===== src/rtl/wb_bus_pkg.sv =====
// wb_bus_pkg: shared state, master/slave indices and address region decode for the scheduler
package wb_bus_pkg;
    typedef enum logic [1:0] {IDLE, GRANT, RELEASE} state_e;
    typedef enum logic [1:0] {M_BOOT, M_DATA, M_INSTR} master_e;
    typedef enum logic [2:0] {S_RAM, S_GPIO, S_TIMER, S_ELUKS, S_NONE} slave_e;
    localparam logic [2:0] REG_RAM   = 3'b000;
    localparam logic [2:0] REG_GPIO  = 3'b010;
    localparam logic [2:0] REG_TIMER = 3'b100;
    localparam logic [2:0] REG_ELUKS = 3'b101;
    function automatic slave_e decode_region(input logic [2:0] region);
        return region == REG_RAM   ? S_RAM   :
               region == REG_GPIO  ? S_GPIO  :
               region == REG_TIMER ? S_TIMER :
               region == REG_ELUKS ? S_ELUKS : S_NONE;
    endfunction
endpackage


===== src/rtl/wb_bus_scheduler_grant_rr.sv =====
// wb_grant_rr: boot-first winner selection with round-robin between data and instruction
module wb_grant_rr
    import wb_bus_pkg::*;
(
    input  logic [2:0] cyc_i,
    input  master_e    last_i,
    output logic       req_o,
    output master_e    win_o
);
    assign req_o = |cyc_i;
    assign win_o = cyc_i[M_BOOT] ? M_BOOT :
                   (cyc_i[M_DATA] && cyc_i[M_INSTR]) ? (last_i == M_DATA ? M_INSTR : M_DATA) :
                   cyc_i[M_DATA] ? M_DATA : M_INSTR;
endmodule


===== src/rtl/wb_bus_scheduler.sv =====
// wb_bus_scheduler: registered Wishbone scheduler granting one master per transaction,
// terminating unmapped and hung accesses with an error response.
module wb_bus_scheduler
    import wb_bus_pkg::*;
#(
    parameter int unsigned TIMEOUT_CYCLES = 1024,
    parameter logic [31:0] ERR_RDT        = 32'h0000_0000
) (
    input  logic             wb_clk_i,
    input  logic             wb_rst_n_i,
    input  logic [2:0]       m_cyc_i,
    input  logic [2:0]       m_we_i,
    input  logic [2:0][31:0] m_adr_i,
    input  logic [2:0][31:0] m_dat_i,
    input  logic [2:0][3:0]  m_sel_i,
    output logic [2:0]       m_ack_o,
    output logic [2:0][31:0] m_rdt_o,
    output logic [3:0]       s_cyc_o,
    output logic [3:0]       s_we_o,
    output logic [3:0][31:0] s_adr_o,
    output logic [3:0][31:0] s_dat_o,
    output logic [3:0][3:0]  s_sel_o,
    input  logic [3:0][31:0] s_rdt_i,
    input  logic [3:0]       s_ack_i,
    input  logic             err_clr_i,
    output logic             err_timeout_o,
    output logic             err_unmapped_o,
    output logic [31:0]      err_adr_o
);
    localparam int unsigned CW = $clog2(TIMEOUT_CYCLES);
    localparam logic [CW-1:0] TC = CW'(TIMEOUT_CYCLES - 1);

    state_e        state_q, state_d;
    master_e       mst_q, mst_d, last_q, last_d, win;
    slave_e        slv_q, slv_d;
    logic [CW-1:0] cnt_q, cnt_d;
    logic          err_to_q, err_to_d, err_um_q, err_um_d;
    logic [31:0]   err_adr_q, err_adr_d;
    logic          req, mcyc, mapped, sack, tc, ev_to, ev_um;
    logic [1:0]    si;

    wb_grant_rr u_grant (
        .cyc_i  (m_cyc_i),
        .last_i (last_q),
        .req_o  (req),
        .win_o  (win)
    );

    assign si     = slv_q[1:0];
    assign mapped = slv_q != S_NONE;
    assign mcyc   = m_cyc_i[mst_q];
    assign sack   = mapped && s_ack_i[si];
    assign tc     = cnt_q == TC;

    always_comb begin
        state_d = state_q;
        mst_d   = mst_q;
        slv_d   = slv_q;
        cnt_d   = cnt_q;
        last_d  = last_q;
        ev_to   = 1'b0;
        ev_um   = 1'b0;
        s_cyc_o = '0;
        s_we_o  = '0;
        s_adr_o = '0;
        s_dat_o = '0;
        s_sel_o = '0;
        m_ack_o = '0;
        m_rdt_o = '0;
        case (state_q)
            IDLE: if (req) begin
                state_d = GRANT;
                mst_d   = win;
                slv_d   = decode_region(m_adr_i[win][31:29]);
                cnt_d   = '0;
            end
            GRANT: begin
                if (mapped) begin
                    // a real ack at terminal count keeps cyc up; only a forced timeout drops it
                    s_cyc_o[si] = mcyc && (sack || !tc);
                    s_we_o[si]  = m_we_i[mst_q];
                    s_adr_o[si] = m_adr_i[mst_q];
                    s_dat_o[si] = m_dat_i[mst_q];
                    s_sel_o[si] = m_sel_i[mst_q];
                end
                if (!mcyc) state_d = IDLE;
                else if (!mapped || sack || tc) begin
                    state_d        = RELEASE;
                    m_ack_o[mst_q] = 1'b1;
                    m_rdt_o[mst_q] = sack ? s_rdt_i[si] : ERR_RDT;
                    ev_um          = !mapped;
                    ev_to          = mapped && !sack;
                    if (sack && mst_q != M_BOOT) last_d = mst_q;
                end else cnt_d = cnt_q + CW'(1);
            end
            default: state_d = IDLE;
        endcase
        err_to_d  = ev_to || (err_to_q && !err_clr_i);
        err_um_d  = ev_um || (err_um_q && !err_clr_i);
        err_adr_d = (ev_to || ev_um) ? m_adr_i[mst_q] : err_clr_i ? 32'h0 : err_adr_q;
    end

    always_ff @(posedge wb_clk_i or negedge wb_rst_n_i) begin
        if (!wb_rst_n_i) begin
            state_q   <= IDLE;
            mst_q     <= M_BOOT;
            slv_q     <= S_NONE;
            cnt_q     <= '0;
            last_q    <= M_INSTR;
            err_to_q  <= 1'b0;
            err_um_q  <= 1'b0;
            err_adr_q <= '0;
        end else begin
            state_q   <= state_d;
            mst_q     <= mst_d;
            slv_q     <= slv_d;
            cnt_q     <= cnt_d;
            last_q    <= last_d;
            err_to_q  <= err_to_d;
            err_um_q  <= err_um_d;
            err_adr_q <= err_adr_d;
        end
    end

    assign err_timeout_o  = err_to_q;
    assign err_unmapped_o = err_um_q;
    assign err_adr_o      = err_adr_q;
endmodule


===== config.mk =====
export PLATFORM = sky130hd
export DESIGN_NAME = wb_bus_scheduler
export DESIGN_NICKNAME = d
export VERILOG_FILES = /design/src/rtl/wb_bus_pkg.sv /design/src/rtl/wb_bus_scheduler_grant_rr.sv /design/src/rtl/wb_bus_scheduler.sv
export SDC_FILE = /design/constraint.sdc
export NUM_CORES = 1
export LEC_CHECK = 0
export BUFFER_PORTS_ARGS = -buffer_cell sky130_fd_sc_hd__buf_2
export CAP_MARGIN = 20
export CORE_AREA = 2 2 297 299
export DETAILED_ROUTE_END_ITERATION = 16
export DIE_AREA = 0 0 299 301
export PLACE_DENSITY = 0.34
export SYNTH_ARGS = -nofsm -noshare
export SYNTH_HDL_FRONTEND = slang
export SYNTH_SLANG_ARGS = --single-unit

===== constraint.sdc =====
create_clock -name wb_clk_i -period 2.54 [get_ports wb_clk_i]
set_input_delay 0.127 -clock wb_clk_i [delete_from_list [all_inputs] [get_ports wb_clk_i]]
set_output_delay 0.127 -clock wb_clk_i [all_outputs]
set_load 0.1 [all_outputs]

==> out/metrics.yaml, run 1 <==
power.leakage_uw: 0.00792
wirelength_mm: 61.8
hold_violations: 0
critPathSlowestCell: "dfrtp_4"
multi_input_area_um2: 6120
async_flop_share: 1.00
coreArea_um2: 86500
syn-num-nets: 1296
hold_end: "err_adr_o[16]"
vias_per_cell: 3.49
netlist_area_um2: 6620
slew_violations: 0
clk_pin_slew_ns: 0.08
finalWeightedCongestion: 0.847
yosysWarnings: 0
cp-end-kind: "output pin"
min_from: "m_adr_i[48]"
first_pass_iters: 5
run_status: "finished with violations"
vias: 10100
antenna_found_initial: 5
fmax_mhz: 393
finalClockSkew_ns: 0.0158
synth_seq_area_share: 0.201
path_class: "reg -> out"
layout_common_cells: "buf_2, buf_12, nor2_2"
netlist_instances: 950
path_depth: 8
path_cells: "nor3b_4, a32oi_4, buf_6, buf_4, nor2_4, buf_12, and3_4, buf_12"
finalCriticalPeriod_ns: 2.54
setup_viol: 1
final_cells: 2904
cts_sinks: 53
path_buf_inv: 4
die_area_um2: 90000
worstPathArrival_ns: 2.42
hold_depth: 3
powerDensity_nw_per_um2: 1250
placedCellCount: 2853
rows: 108
final_common_cell: "buf_2"
die_h_um: 301
drv_cap: 0
violations: "setup timing"
post-place-ws_ns: 0.0398
ys.flop_type: "dfrtp_1"
rrSetupSlack_ns: 0.21
io_buffers: 757
synth_cell_types: 51
worst_pin_slew_ns: 0.743
wl_per_cell_um: 21.3
holdCritPathClass: "in -> reg"
fill_cells: 9419
drcViolationCount: 0
syn_area_per_cell_um2: 6.97
cts_made_buffers: 5
layout.nets: 2092
clk_latency_ns: 0.32
drtIter0Drc: 468
required_ns: 2.41
reg2reg_to: "cnt_q[1]"
max_slew_margin: 0.505
slowest_delay_ns: 0.54
synth_edf_count: 0
reg2reg_depth: 7
peakVddDrop_mv: 0.593
grt_pass1_wl_mm: 82.3
synth_seq_cells: 53
rr_startpoint: "slv_q[0]"
start_kind: "register"
post-route-util: 0.228
io_pins: 758
overflow: 0
dieWidth_um: 299
register_area_um2: 1340
drive_gt1_frac: 0.764
htree_levels: 2
area_delta_synth_final_pct: 197
first_global_vias: 10300
cts_tree: "done"
dp_hpwl_mm: 50.9
critPathMaxFanout: 16
grt_max_degree: 65
start_util: 0.0766
rsz0062_at_grt: "yes"
clk_path_buf_depth: 2
grt_util_all_layers: 0.127
crit_top_cell: "buf_12"
setup_slack_ns: -0.00237
crit_family: "simple AND/OR/NAND/NOR gates"
min_period_over_period: 1.00
cts-root-buf: "clkbuf_16"
drtAntennaViolNets: 0
[where the power goes]
group / leakage (µW) / switching [µW] / internal (µW)
logic: 0.00712 / 15200 / 7320
registers: 0.000716 / 204 / 1040
clock network: 0.0000841 / 370 / 495
[Yosys cell counts (2+ instances only)]
cell type,number,area share
o22ai_1,2,0.0019
nand3b_1,35,0.040
nor2_1,360,0.20
nor3_2,2,0.0030
clkbuf_2,2,0.0015
buf_2,28,0.021
nor4_2,2,0.0038
o21ai_0,20,0.015
mux4_2,34,0.12
buf_1,6,0.0034
xnor2_1,3,0.0040
a21boi_0,2,0.0023
nor2b_1,34,0.032
clkbuf_1,53,0.030
mux2i_1,72,0.11
mux2_2,3,0.0051
o31ai_1,3,0.0034
nand2_1,16,0.0091
nor4_1,4,0.0038
dfrtp_1,51,0.19
inv_1,13,0.0074
or3_1,3,0.0028
o21ai_1,18,0.014
nand3_1,5,0.0038
and2_1,32,0.030
nor3_1,4,0.0030
a31o_2,4,0.0053
dfstp_2,2,0.0079
a21oi_1,76,0.057
nand4_1,4,0.0038
and3_1,33,0.031
a31oi_1,3,0.0028
nor3b_1,3,0.0034
[worst min-delay path, delay by kind of cell]
family	cells	cell delay [ns]
AO/OA/AOI/OAI	2	0.24
buffers and inverters	1	0.08
[metrics by stage]
stage	hold slack (ns)	TNS [ns]	instance area [µm²]	power (µW)
2_1_floorplan	-0.169	-16.01	7380	14100
4_1_cts	0.141	-0.906	19000	24000
3_5_place_dp	0.222	0	18500	22600
5_1_grt	0.155	-3.18	19700	25700
3_3_place_gp	0.228	-0.00459	18500	22700
6_report	0.160	-0.00237	19700	24600
[metal layers]
| metal | up-vias | wire [µm] | track usage |
|---|---|---|---|
| met3 | 47 | 4320 | 0.0353 |
| met2 | 417 | 29800 | 0.211 |
| met5 | - | 25 | 0 |
| met1 | 4851 | 26600 | 0.164 |
| li1 | 4814 | - | - |
| met4 | 4 | 1010 | 0.0269 |
[logic make-up after synthesis]
| family | after synthesis | synth area share |
|---|---|---|
| AO/OA/AOI/OAI | 136 | 0.115 |
| XOR/XNOR | 3 | 0.00397 |
| adder cells (fa/ha/maj) | 1 | 0.00189 |
| buffers and inverters | 104 | 0.0663 |
| flip-flops | 53 | 0.201 |
| multiplexers | 109 | 0.230 |
| AND/OR/NAND/NOR | 544 | 0.383 |
[worst max-delay path by stage]
stage / from / slack (ns) / end
2_1_floorplan: slv_q[1] / -0.48 / m_rdt_o[67]
3_3_place_gp: mst_q[1] / -0.005 / s_dat_o[3]
3_5_place_dp: mst_q[1] / 0.04 / s_dat_o[3]
4_1_cts: mst_q[1] / -0.06 / m_rdt_o[10]
5_1_grt: slv_q[0] / -0.1 / m_rdt_o[53]
6_report: mst_q[0] / -0.002 / m_rdt_o[53]
[area by class of cell]
class / count / share of cell area
clock inverters: 1 / 0.00152
multi-input cells: 793 / 0.311
clock buffers: 7 / 0.00724
repair buffers: 880 / 0.536
flip-flops and latches: 53 / 0.0680
diodes: 2 / 0.000254
well taps: 1155 / 0.0734
inverters: 13 / 0.00286
[flip-flops by register name, indices dropped and copies added (netlist names)]
name,cells
mst_q,2
last_q,2
err_timeout_o,1
err_unmapped_o,1
slv_q,3
err_adr_o,32
state_q,2
cnt_q,10
[what timing repair did]
item                       CTS  global route
hold endpoints to repair    23             0
gates resized for setup     42           121
hold buffers                 1             0
buffers inserted            16            19
pin swaps                    2             7
gates cloned                 1             5
setup endpoints to repair  224           186
(Power assumes the default switching activity.)
==> run 2: changes to the inputs <==
--- a/config.mk
+++ b/config.mk
@@ -7,10 +7,11 @@
 export LEC_CHECK = 0
 export BUFFER_PORTS_ARGS = -buffer_cell sky130_fd_sc_hd__buf_2
 export CAP_MARGIN = 20
-export CORE_AREA = 2 2 297 299
+export CORE_AREA = 2 2 296 298
 export DETAILED_ROUTE_END_ITERATION = 16
-export DIE_AREA = 0 0 299 301
+export DIE_AREA = 0 0 298 300
 export PLACE_DENSITY = 0.34
 export SYNTH_ARGS = -nofsm -noshare
 export SYNTH_HDL_FRONTEND = slang
+export SYNTH_HIERARCHICAL = 1
 export SYNTH_SLANG_ARGS = --single-unit
==> out/metrics.yaml, run 2 <==
fmax_mhz: 377
wirelength_mm: 58.5
clk_path_buf_depth: 2
ys.flop_type: "dfrtp_1"
antenna_found_initial: 13
syn-num-nets: 1292
drtAntennaViolNets: 0
async_flop_share: 1.00
rrSetupSlack_ns: 0.28
area_delta_synth_final_pct: 185
critPathMaxFanout: 8
cp-end-kind: "output pin"
vias: 10100
drv_cap: 0
overflow: 0
cts-root-buf: "clkbuf_16"
drcViolationCount: 0
htree_levels: 2
dieWidth_um: 298
grt_util_met1: 0.141
coreArea_um2: 86200
worst_pin_slew_ns: 0.715
rr_startpoint: "slv_q[0]"
synth_edf_count: 0
violations: "setup timing"
hold_slack_ns: 0.140
path_class: "reg -> out"
power.leakage_uw: 0.00802
powerDensity_nw_per_um2: 1220
grt_util_all_layers: 0.123
min_period_over_period: 1.04
min_from: "m_adr_i[43]"
p_sw_uw: 14700
worstPathArrival_ns: 2.52
first_global_vias: 10400
clk_latency_ns: 0.33
gr-max-usage-layer: "met2"
rsz0062_at_grt: "yes"
p_clk_frac: 0.038
netlist_instances: 946
final_common_cell: "buf_2"
dp_hpwl_mm: 47.7
synthTopCellsByCount: "nor2_1, a21oi_1, mux2i_1"
reg2reg_to: "err_adr_o[3]"
wl_per_cell_um: 20.3
reg2reg_depth: 6
first_pass_iters: 5
synthTopCellsByArea: "nor2_1, dfrtp_1, mux2i_1"
largest_reg_flops: 32
cts_tree: "done"
netlist_area_um2: 6580
io_pins: 758
slew_violations: 0
die_area_um2: 89400
hold_depth: 3
syn_area_per_cell_um2: 6.95
holdCritPathClass: "in -> reg"
hold_end: "err_adr_o[11]"
die_h_um: 300
comb_power_share: 0.907
grtUsageMet2: 0.225
rows: 108
finalCriticalPeriod_ns: 2.65
setup_viol: 44
io_buffers: 757
finalWeightedCongestion: 0.814
layout_common_cells: "buf_2, buf_12, nor2_1"
synth_top_area_share: 0.204
cts_sinks: 53
required_ns: 2.41
fill_cells: 9548
yosysWarnings: 6
synth_seq_area_share: 0.202
power.internal_uw: 8210
yosys.area.top_type: "nor2_1"
run_status: "finished with violations"
synth.most_common_cell: "nor2_1"
hold_violations: 0
layout.nets: 2075
clk_pin_slew_ns: 0.08
start_kind: "register"
synth_cell_types: 49
setup-tns-final_ns: -2.43
finalClockSkew_ns: 0.0124
pwr-share-seq: 0.055
max_slew_margin: 0.523
cts_made_buffers: 5
synth_seq_cells: 53
peakVddDrop_mv: 0.561
grtUsageMet3: 0.0384
drive_gt1_frac: 0.658
grt_max_degree: 65
setup_slack_ns: -0.109
swShare: 0.642
drtIter0Drc: 441
grt_pass1_wl_mm: 79.7
vias_per_cell: 3.51
start_util: 0.0763
## run 2: cell types whose count changed in the layout (fill, tap and decap cells not counted), moves of 16 or more
cell / before / now
a21oi_1: 44 / 65
a21oi_2: 32 / 11
and3_1: 5 / 38
and3_2: 0 / 21
and3_4: 28 / 6
nor2_1: 80 / 228
nor2_2: 269 / 129
nor2b_2: 18 / 0
o21ai_0: 20 / 4
## run 2: kinds of logic after synthesis
family,after synthesis,share of synthesized area
buffers and inverters,98,0.0601
flip-flops,53,0.202
adder cells (fa/ha/maj),1,0.00190
multiplexers,112,0.234
AND/OR/NAND/NOR,546,0.387
AO/OA/AOI/OAI,136,0.114
## run 2: area by class of cell
cell class | count | area [µm²] | share of cell area
Timing Repair Buffer | 869 | 10300 | 0.550
Multi-Input combinational cell | 795 | 5460 | 0.291
Tap cell | 1155 | 1450 | 0.0771
Sequential cell | 53 | 1340 | 0.0714
Clock buffer | 6 | 139 | 0.00740
Clock inverter | 2 | 37.5 | 0.00200
Inverter | 5 | 18.8 | 0.00100
Antenna cell | 2 | 5.00 | 0.000267
## run 2: metrics by stage
| stage | instance area (µm²) | worst slack, ns | util | cells | power (µW) |
|---|---|---|---|---|---|
| global route | 18800 | -0.191 | 0.217 | 2885 | 23900 |
| global placement | 18100 | 0.175 | 0.210 | 2861 | 21800 |
| finish | 18800 | -0.109 | 0.218 | 2887 | 22900 |
| CTS | 18500 | -0.138 | 0.215 | 2876 | 23000 |
| detailed placement | 18100 | 0.190 | 0.210 | 2861 | 21800 |
| floorplan | 6960 | -0.372 | - | 946 | 13600 |
## run 2: how the worst max path moves through the flow
stage | cells after the start | end | from
3_3_place_gp | 5 | s_adr_o[127] | slv_q[0]
3_5_place_dp | 7 | s_dat_o[0] | mst_q[0]
6_report | 8 | m_rdt_o[19] | mst_q[0]
4_1_cts | 8 | m_rdt_o[5] | mst_q[0]
2_1_floorplan | 6 | s_adr_o[100] | slv_q[1]
5_1_grt | 8 | m_rdt_o[19] | mst_q[0]
## run 2: metal layers
layer  share of wire  wire, µm  vias up
met2            0.52     30200      450
met3           0.081      4730       54
met4           0.015       882       16
met5          0.0018       104        -
li1                -         -     4814
met1            0.39     22600     4812
## run 2: repair_timing
| action | 4_1_cts | 5_1_grt |
|---|---|---|
| gates resized for setup | 72 | 33 |
| hold endpoints to repair | 19 | 0 |
| endpoints found under the setup margin | 137 | 159 |
| gates cloned | 2 | 3 |
| hold buffers | 1 | 0 |
| setup buffers | 4 | 7 |
| pin swaps | 7 | 12 |
## run 2: power by group through the flow
stage / clock (µW) / combinational, µW / sequential [µW]
CTS: 934 / 20800 / 1250
detailed placement: 0 / 20500 / 1270
global placement: 0 / 20600 / 1260
global route: 961 / 21600 / 1290
floorplan: 0 / 11700 / 1850
finish: 872 / 20800 / 1250
## run 2: critical path: stages, from the launching register on
cell	delay, ns
dfrtp_4	0.51
or3b_4	0.40
o22a_4	0.25
a21oi_4	0.12
nor4b_4	0.26
buf_6	0.18
clkbuf_16	0.16
and2_4	0.15
buf_12	0.17
==> run 3: changes to the inputs <==
--- a/config.mk
+++ b/config.mk
@@ -8,6 +8,7 @@
 export BUFFER_PORTS_ARGS = -buffer_cell sky130_fd_sc_hd__buf_2
 export CAP_MARGIN = 20
 export CORE_AREA = 2 2 296 298
+export CTS_BUF_LIST = sky130_fd_sc_hd__clkbuf_8
 export DETAILED_ROUTE_END_ITERATION = 16
 export DIE_AREA = 0 0 298 300
 export PLACE_DENSITY = 0.34
==> out/metrics.yaml, run 3 (same netlist as run 2, synthesis figures left out) <==
run_status: "finished with violations"
violations: "setup timing"
required_ns: 2.41
start_kind: "register"
rsz0062_at_grt: "yes"
drtAntennaViolNets: 0
powerDensity_nw_per_um2: 1210
max_slew_margin: 0.523
rr_startpoint: "mst_q[0]"
clk_latency_ns: 0.37
io_buffers: 757
finalWeightedCongestion: 0.814
finalPower_uw: 23600
drv_cap: 0
grt_pass1_wl_mm: 81.0
grt_max_degree: 65
gr-max-usage-layer: "met2"
cts-root-buf: "clkbuf_8"
path_cells: "or3b_4, o22a_4, a21oi_4, nor4b_4, buf_6, clkbuf_16, and2_4, buf_12"
coreArea_um2: 86200
final_common_cell: "buf_2"
worst_pin_slew_ns: 0.716
reg2reg_to: "last_q[0]"
first_pass_iters: 4
drive_gt1_frac: 0.707
cts_made_buffers: 5
slew_violations: 0
setup_slack_ns: -0.175
dp_hpwl_mm: 47.7
min_period_over_period: 1.07
io_pins: 758
wirelength_mm: 60.1
power.leakage_uw: 0.00806
rrSetupSlack_ns: 0.26
worstSetupStartpoint: "mst_q[0]"
first_global_vias: 10500
cts_sinks: 53
vias: 10400
p_sw_uw: 15100
wl_per_cell_um: 20.6
slowest_delay_ns: 0.52
dieWidth_um: 298
place_area_um2: 18100
peakVddDrop_mv: 0.566
critPathSlowestCell: "dfrtp_4"
cp-end-kind: "output pin"
finalClockSkew_ns: 0.0176
critPathMaxFanout: 8
clk_pin_slew_ns: 0.12
endpoint: "m_rdt_o[19]"
finalCriticalPeriod_ns: 2.72
antenna_found_initial: 12
clk_path_buf_depth: 2
holdCritPathClass: "in -> reg"
hold_violations: 0
swShare: 0.639
layout.nets: 2097
layout_common_cells: "buf_2, buf_12, nor2_1"
die_area_um2: 89400
area_delta_synth_final_pct: 197
drcViolationCount: 0
largest_reg_flops: 32
overflow: 0
worstPathArrival_ns: 2.59
fill_cells: 9487
grtUsageMet2: 0.233
path_class: "reg -> out"
vias_per_cell: 3.57
setup_viol: 80
power.internal_uw: 8530
fmax_mhz: 368
htree_levels: 2
final_area_um2: 19500
pwr-share-seq: 0.052
hold_depth: 3
reg2reg_depth: 10
grt_util_met1: 0.146
comb_power_share: 0.919
cts_tree: "done"
start_util: 0.0763
p_clk_frac: 0.029
die_h_um: 300
drtIter0Drc: 370
grtUsageMet3: 0.0324
grt_util_all_layers: 0.125
rows: 108
[run 3: changes by cell type in the layout (fill, tap and decap cells not counted), moves of 6 or more]
cell,previous run,this run
nor2_2,129,147
a21oi_1,65,49
and3_2,21,1
buf_12,366,374
and3_4,6,64
nor2_1,228,207
buf_2,385,379
a21oi_2,11,26
and3_1,38,0
buf_4,96,103
[run 3: metal layers]
| metal | share of wire | vias to the layer above |
|---|---|---|
| met5 | 0.00090 | - |
| met4 | 0.012 | 8 |
| met3 | 0.066 | 40 |
| met2 | 0.52 | 457 |
| met1 | 0.40 | 5003 |
| li1 | - | 4869 |
[run 3: how the worst min path moves through the flow]
stage               slack (ns)            end         from
floorplan                -0.17       cnt_q[0]   wb_rst_n_i
detailed placement        0.19       cnt_q[0]   wb_rst_n_i
finish                    0.09  err_adr_o[11]  m_adr_i[43]
global route              0.09  err_adr_o[11]  m_adr_i[43]
CTS                       0.12  err_adr_o[23]  m_adr_i[55]
global placement          0.19  err_timeout_o   wb_rst_n_i
[run 3: worst max-delay path, delay by kind of cell, from the launching register on]
| kind | cells | cell delay [ns] |
|---|---|---|
| AO/OA/AOI/OAI | 2 | 0.38 |
| buffers and inverters | 3 | 0.50 |
| flip-flops | 1 | 0.52 |
| AND/OR/NAND/NOR | 3 | 0.82 |
[run 3: through the flow]
stage	utilization	setup TNS [ns]	hold WS [ns]	worst slack, ns	std cells
6_report	0.227	-6.57	0.0897	-0.175	2910
5_1_grt	0.227	-15.91	0.0859	-0.273	2908
3_5_place_dp	0.210	0	0.187	0.190	2861
4_1_cts	0.221	-16.73	0.116	-0.209	2895
2_1_floorplan	-	-57.01	-0.169	-0.372	946
3_3_place_gp	0.210	0	0.191	0.175	2861
[run 3: final cells by class]
| cell class | count | area, µm² | share of cell area |
|---|---|---|---|
| antenna | 3 | 7.51 | 0.000384 |
| clock buffer | 6 | 82.6 | 0.00423 |
| clock inverter | 2 | 37.5 | 0.00192 |
| inverter | 5 | 18.8 | 0.000961 |
| multi-input combinational | 795 | 5900 | 0.302 |
| sequential | 53 | 1340 | 0.0686 |
| tap | 1155 | 1450 | 0.0740 |
| timing repair buffer | 891 | 10700 | 0.548 |
[run 3: timing repair]
action / in CTS / in global routing
hold endpoints to repair: 19 / 0
pin swaps: 10 / 11
cloned: 5 / 8
setup buffers: 20 / 11
gates resized for setup: 135 / 108
setup endpoints to repair: 162 / 232
hold buffers: 1 / 0
[run 3: power by group through the flow]
stage	combinational (µW)	sequential [µW]	clock (µW)
6_report	21700	1230	683
3_3_place_gp	20600	1260	0
5_1_grt	22500	1260	764
3_5_place_dp	20500	1270	0
4_1_cts	21400	1240	740
2_1_floorplan	11700	1850	0
